$ cat src/rtl/fetch_queue_pkg.sv
// Shared fetch-entry definitions so the hart top, the fetch queue and PD agree
// on the bubble instruction and on the {pc, ir, pr_taken, c_ins} packing order.
package fetch_queue_pkg;

  localparam logic [31:0] NOP_IR = 32'h0000_0013;  // addi x0, x0, 0

  localparam int FE_XLEN   = 64;
  localparam int FE_ILEN   = 32;
  localparam int FE_META_W = 2;  // pr_taken, c_ins

  // Packing order, MSB first.
  typedef struct packed {
    logic [FE_XLEN-1:0] pc;
    logic [FE_ILEN-1:0] ir;
    logic               pr_taken;
    logic               c_ins;
  } fetch_entry_t;

  function automatic int entry_width(input int xlen, input int ilen);
    return xlen + ilen + FE_META_W;
  endfunction

endpackage

$ cat src/rtl/fetch_queue.sv
// Decoupling queue between IF and PD: lets imem keep fetching while PD stalls,
// and empties in one cycle on flush. The head shows a NOP bubble when empty.
module fetch_queue
  import fetch_queue_pkg::*;
#(
  parameter int DEPTH = 4,
  parameter int XLEN  = FE_XLEN,
  parameter int ILEN  = FE_ILEN,
  parameter int AFULL = DEPTH - 1
) (
  input  logic                   clk,
  input  logic                   rst,
  input  logic                   flush,
  input  logic                   in_valid,
  output logic                   in_ready,
  input  logic [XLEN-1:0]        in_pc,
  input  logic [ILEN-1:0]        in_ir,
  input  logic                   in_pr_taken,
  input  logic                   in_c_ins,
  output logic                   out_valid,
  input  logic                   out_ready,
  output logic [XLEN-1:0]        out_pc,
  output logic [ILEN-1:0]        out_ir,
  output logic                   out_pr_taken,
  output logic                   out_c_ins,
  output logic [$clog2(DEPTH):0] count,
  output logic                   almost_full
);

  localparam int AW      = $clog2(DEPTH);
  localparam int ENTRY_W = entry_width(XLEN, ILEN);

  if (DEPTH < 2 || (DEPTH & (DEPTH - 1)) != 0) begin : g_bad_depth
    $error("fetch_queue: DEPTH must be a power of two and at least 2");
  end
  if (AFULL < 1 || AFULL > DEPTH) begin : g_bad_afull
    $error("fetch_queue: AFULL must lie in 1..DEPTH");
  end

  logic [ENTRY_W-1:0] mem [DEPTH];
  logic [AW:0]        wr_ptr;
  logic [AW:0]        rd_ptr;
  logic               empty;
  logic               full;
  logic               enq;
  logic               deq;
  logic [ENTRY_W-1:0] head;

  assign empty = (wr_ptr == rd_ptr);
  assign full  = (wr_ptr[AW-1:0] == rd_ptr[AW-1:0]) && (wr_ptr[AW] != rd_ptr[AW]);

  assign in_ready  = !full;
  assign out_valid = !empty;

  assign enq = in_valid && in_ready && !flush;
  assign deq = out_valid && out_ready && !flush;

  // Array carries no reset; pointers alone define which slots are live.
  always_ff @(posedge clk) begin
    if (enq) begin
      mem[wr_ptr[AW-1:0]] <= {in_pc, in_ir, in_pr_taken, in_c_ins};
    end
  end

  always_ff @(posedge clk) begin
    if (rst || flush) begin
      wr_ptr <= '0;
      rd_ptr <= '0;
      count  <= '0;
    end else begin
      if (enq) wr_ptr <= wr_ptr + 1'b1;
      if (deq) rd_ptr <= rd_ptr + 1'b1;
      if (enq && !deq)      count <= count + 1'b1;
      else if (deq && !enq) count <= count - 1'b1;
    end
  end

  assign almost_full = (count >= (AW + 1)'(AFULL));

  assign head = mem[rd_ptr[AW-1:0]];

  always_comb begin
    out_pc       = '0;
    out_ir       = ILEN'(NOP_IR);
    out_pr_taken = 1'b0;
    out_c_ins    = 1'b0;
    if (!empty) begin
      out_pc       = head[ENTRY_W-1 -: XLEN];
      out_ir       = head[ILEN+1 -: ILEN];
      out_pr_taken = head[1];
      out_c_ins    = head[0];
    end
  end

endmodule

$ cat config.mk
export PLATFORM = sky130hd
export DESIGN_NAME = fetch_queue
export DESIGN_NICKNAME = d
export VERILOG_FILES = /design/src/rtl/fetch_queue_pkg.sv /design/src/rtl/fetch_queue.sv
export SDC_FILE = /design/constraint.sdc
export NUM_CORES = 1
export LEC_CHECK = 0
export ABC_CLOCK_PERIOD_IN_PS = 14400
export BUFFER_PORTS_ARGS = -buffer_cell sky130_fd_sc_hd__buf_2
export CORE_MARGIN = 2
export CORE_UTILIZATION = 46
export DETAILED_ROUTE_END_ITERATION = 8
export PLACE_DENSITY_LB_ADDON = 0.3
export SLEW_MARGIN = 10
export SYNTH_ARGS = -nofsm -noshare
export SYNTH_HDL_FRONTEND = slang
export SYNTH_SLANG_ARGS = --single-unit
$ cat constraint.sdc
create_clock -name clk -period 14.4 [get_ports clk]
set_clock_uncertainty 0.1 [all_clocks]
set_input_delay 2.88 -clock clk [delete_from_list [all_inputs] [get_ports clk]]
set_output_delay 2.88 -clock clk [all_outputs]
set_load 0.01 [all_outputs]
* Word-level counts from Yosys, hierarchy flattened
Memory sizes are Yosys's and may differ from the RTL's. A register that Yosys moved wholly into a read port is not among the register bits. Index checks and enable logic that the tools add are counted.
Word-level totals: flip-flop bits (word level) 9, latch bits 0, bits in writable memories 392, memory bits (read-only) 0, input bits 103, output and inout port bits 104, logic and storage cells 36, memories 1
Cells by class: add/subtract/negate cells 4, $mul 0, divide/modulo/power cells 0, order comparisons 1, equality and inequality tests 3, shifts and indexed selects 0, muxes and demuxes 10, bitwise gates (word level) 0, reduce and logical (&&, ||, !) cells 14
Memory list:
- mem | words 4, bits a word 98, rd ports 1, clocked after Yosys merged registers in 1, write ports 1, line fetch_queue.sv:40 | logic [ENTRY_W-1:0] mem [DEPTH];
Operators with widths (number):
- two-way mux 64 bit | 1
- two-way mux 32 bit | 1
- adder 3 x 1 -> 3 bit (second input constant) | 3
- logical AND 1 bit | 7
- two-way mux 3 bit | 2
- logical NOT 1 bit | 5
- two-way mux 1 bit | 4
- two-way mux 2 bit | 2
- equality test 3 bit | 1
- >= comparator 3 x 2 -> 1 bit (second input constant) | 1
- subtractor 3 x 1 -> 3 bit (second input constant) | 1
- equality test 2 bit | 1
- nonzero test 2 bit | 1
- logical OR 1 bit | 1
- inequality test 1 bit | 1

* Longest topological paths before layout
word-level depth 9, gate-level depth with buffers 10, depth with buffers taken out 9

* Worst setup path before layout
OpenSTA, ideal clock, no wires.
path kind input -> register, from in flush, to mem mem[3][0] in the netlist's numbering (enable), setup time 587 ps, arrival time 7830 ps, required time 13713 ps, slack 5882 ps, stages 2, buffers on the path 0, cell sequence nand3b_1 > a21oi_1
Between the ends: longest elaborated chain between the ends 4
Ends and longest elaborated chain:
- start: declaration | line fetch_queue.sv:13 | input logic flush,
- logical NOT 1 bit | line fetch_queue.sv:55 | assign enq = in_valid && in_ready && !flush;
- logical AND 1 bit | line fetch_queue.sv:55
- two-way mux 1 bit | line fetch_queue.sv:60 | if (enq) begin
- two-way mux 1 bit (implied by the code) | line fetch_queue.sv:61 | mem[wr_ptr[AW-1:0]] <= {in_pc, in_ir, in_pr_taken, in_c_ins};
- end: declaration | line fetch_queue.sv:40
No other way between the ends.

==> run metrics <==
CP Cell Sequence buf_4 -> buf_4 -> mux4_2 -> and2b_2 -> buf_2; initial core utilization 0.4662; Required @ worst endpoint ~11 ns; row count between 60 and 70; Post-Syn Instances between 700 and 800; Post-DRT Antenna Nets 0; leading cell type in the layout, fill and taps excluded edfxtp_1; pin count of the biggest net entering global routing 83; reg2reg start rd_ptr[0]; hold_buf cts 0; Final min period around 6.6 ns; fraction of layout instances using a drive strength above 1 0.4073; peak fanout along the critical path 50; number of synthesized flops with an enable pin 392; clock buffer count from CTS 41; final setup fails 0; routed vias/inst around 5.4; Yosys Warn Count 0; cts repair resizes 0; Primary FF master, synth edfxtp_1; multi-input logic area approximately 3400 µm²; Post-CTS Setup Bufs 0; initial antenna violation count 11; initial drt markers around 380; fmax about 0.15 GHz; Critical Path Most Common Cell buf_4; Critical Path Source Type flop; Post-synth ARST share 0; Area growth, synth to finish 18.08%; Slowest cell on crit path buf_4; sequential share of the synthesized area 0.7689; CP endpoint kind primary output; Core Area roughly 33000 µm²; relative slew slack 0.3098; Buffers on Ports just over 200; Detailed Place HPWL between 15000 and 20000 µm; Final Max Slew Viols 0; Total GRT Usage 0.1723; R2R depth 4; Final GP Congestion roughly 0.74; crit path to out_pr_taken; Yosys reg bits between 400 and 500; Clock Latency Late Sink approximately 0.55 ns; DRC Markers 0; clk slew on worst S/H paths around 0.060 ns; grt total ovfl 0; setup TNS 0 ns; Top Ports ~210; Synthesized Nets between 800 and 900; Non-Filler Instances approximately 1400; CTS max path bufs 3; HP Class reg2reg; Die Span Y 188.1 µm; clock net sink count between 400 and 500; setup slack, reg-to-reg 10.85 ns; first-pass GRT wire length ~46000 µm; PwrDens about 130 nW/µm²; commonest cells after routing, fill and taps aside edfxtp_1, buf_2, mux4_2, nor2b_1, clkbuf_16; Hold Vio Cnt, Final 0; RSZ-0062 raised after global routing false; fill count between 2000 and 3000; FF-to-FF End mem[2][62]; Post-Syn Area per Cell between 20 and 25 µm²; vias post-DR between 7000 and 8000; P_leak 6.341 nW; Final #Nets 1038; Mapped Area 15590 µm²; 1st-pass router iterations 5; CP max stage delay about 0.95 ns; Crit Path Class reg2out; vias in the first global route approximately 8000; CTS root buf clkbuf_16; Worst Max-Slew Pin Slew between 1 and 1.5 ns; dpl cells about 1300; H-tree levels 2; Die Wd 188.1 µm; Avg WL per Cell roughly 21 µm; DIE AREA between 30000 and 40000 µm²; Unique masters post-synth a little over 40; Final period util 0.4572; Storage cell area between 10000 and 15000 µm²; status finished, final reports clean; worst IR drop on VDD 0.1101 mV; TritonCTS clock tree yes; max_cap viols 0; Arr. time, crit path around 3.6 ns; Post-Route WL about 30000 µm
[layout make-up]
type | count | share of cell area
multi-input cells | 262 | 0.1864
repair buffers | 215 | 0.05965
flip-flops and latches | 403 | 0.6516
clock buffers | 55 | 0.05857
well taps | 448 | 0.03044
clock inverters | 20 | 0.01148
diodes | 6 | 0.0008153
inverters | 5 | 0.001019
[synthesized netlist by cell type (2+ instances only)]
cell type | count | share of area
edfxtp_1 | 392 | 0.75
mux4_2 | 98 | 0.14
nor2b_1 | 54 | 0.022
and2b_1 | 32 | 0.015
clkbuf_1 | 18 | 0.0043
buf_2 | 12 | 0.0039
dfxtp_1 | 11 | 0.014
and2b_2 | 9 | 0.0051
ha_1 | 6 | 0.0048
inv_1 | 5 | 0.0012
nand2_1 | 5 | 0.0012
a21oi_1 | 4 | 0.0013
or2_2 | 4 | 0.0016
or3_1 | 4 | 0.0016
and2_1 | 3 | 0.0012
nand3_1 | 3 | 0.00096
nor2_1 | 3 | 0.00072
nor3b_1 | 3 | 0.0014
nor4b_1 | 3 | 0.0017
o21ai_0 | 3 | 0.00096
xnor2_1 | 3 | 0.0017
xor2_2 | 3 | 0.0031
a211o_1 | 2 | 0.0011
a31oi_1 | 2 | 0.00080
buf_4 | 2 | 0.00096
buf_6 | 2 | 0.0014
nand4_1 | 2 | 0.00080
o221ai_1 | 2 | 0.0011
o311ai_0 | 2 | 0.0011
xor2_1 | 2 | 0.0011
[worst max-delay path, delay by kind of cell (launching register included)]
family / cells / cell delay, ns
buf+inv: 3 / 1.85
flops: 1 / 0.33
mux: 1 / 0.60
simple gates: 1 / 0.24
[registers in the layout, indices dropped and copies added (netlist names), named ones only]
| name | cells |
|---|---|
| count | 3 |
| mem | 392 |
| rd_ptr | 3 |
| wr_ptr | 3 |
[power by group]
group / internal [mW] / leakage [nW] / switching (mW)
sequential: 1.31 / 3.65 / 0.00496
clock: 0.588 / 0.632 / 0.430
combinational: 0.0563 / 2.06 / 0.0709
total: 1.95 / 6.34 / 0.506
[per-stage QoR]
stage | hold WS [ns] | setup WS [ns] | utilization | area [µm²] | total power, mW
final | 0.4132 | 7.816 | 0.5506 | 18420 | 2.458
after global routing | 0.4804 | 7.437 | 0.5503 | 18410 | 2.542
after CTS | 0.4172 | 7.615 | 0.5501 | 18400 | 2.487
after detailed placement | 0.4087 | 8.228 | 0.5115 | 17110 | 1.468
after global placement | 0.3954 | 8.227 | 0.5115 | 17110 | 1.465
after floorplan | 0.4147 | 5.882 | - | 15600 | 1.408
[kinds of logic after synthesis]
kind of cell | synth area share
AOI/OAI and AO/OA | 0.007462
xor gates and xnor gates | 0.005938
adders and majority gates | 0.006097
buffers and inverters | 0.01211
DFF | 0.7689
muxes | 0.1422
and+or+nand+nor | 0.05729
[worst min-delay path by stage]
| stage | from | endpoint | slack, ns | cells after the start |
|---|---|---|---|---|
| final | count[2] | count[2] | 0.41 | 2 |
| after global routing | count[2] | count[2] | 0.48 | 2 |
| after CTS | count[2] | count[2] | 0.42 | 2 |
| after detailed placement | count[2] | count[2] | 0.41 | 2 |
| after global placement | count[2] | count[2] | 0.40 | 2 |
| after floorplan | count[2] | count[2] | 0.41 | 2 |
[per-layer routing]
metal / vias to the layer above / track usage / wire (µm)
met5: - / 0.01648 / 188
met4: 18 / 0.04815 / 582
met3: 61 / 0.04866 / 2598
met2: 266 / 0.2759 / 14400
met1: 3894 / 0.2320 / 12590
li1: 3328 / - / -
Note: power is estimated with default switching activity, not from simulation.
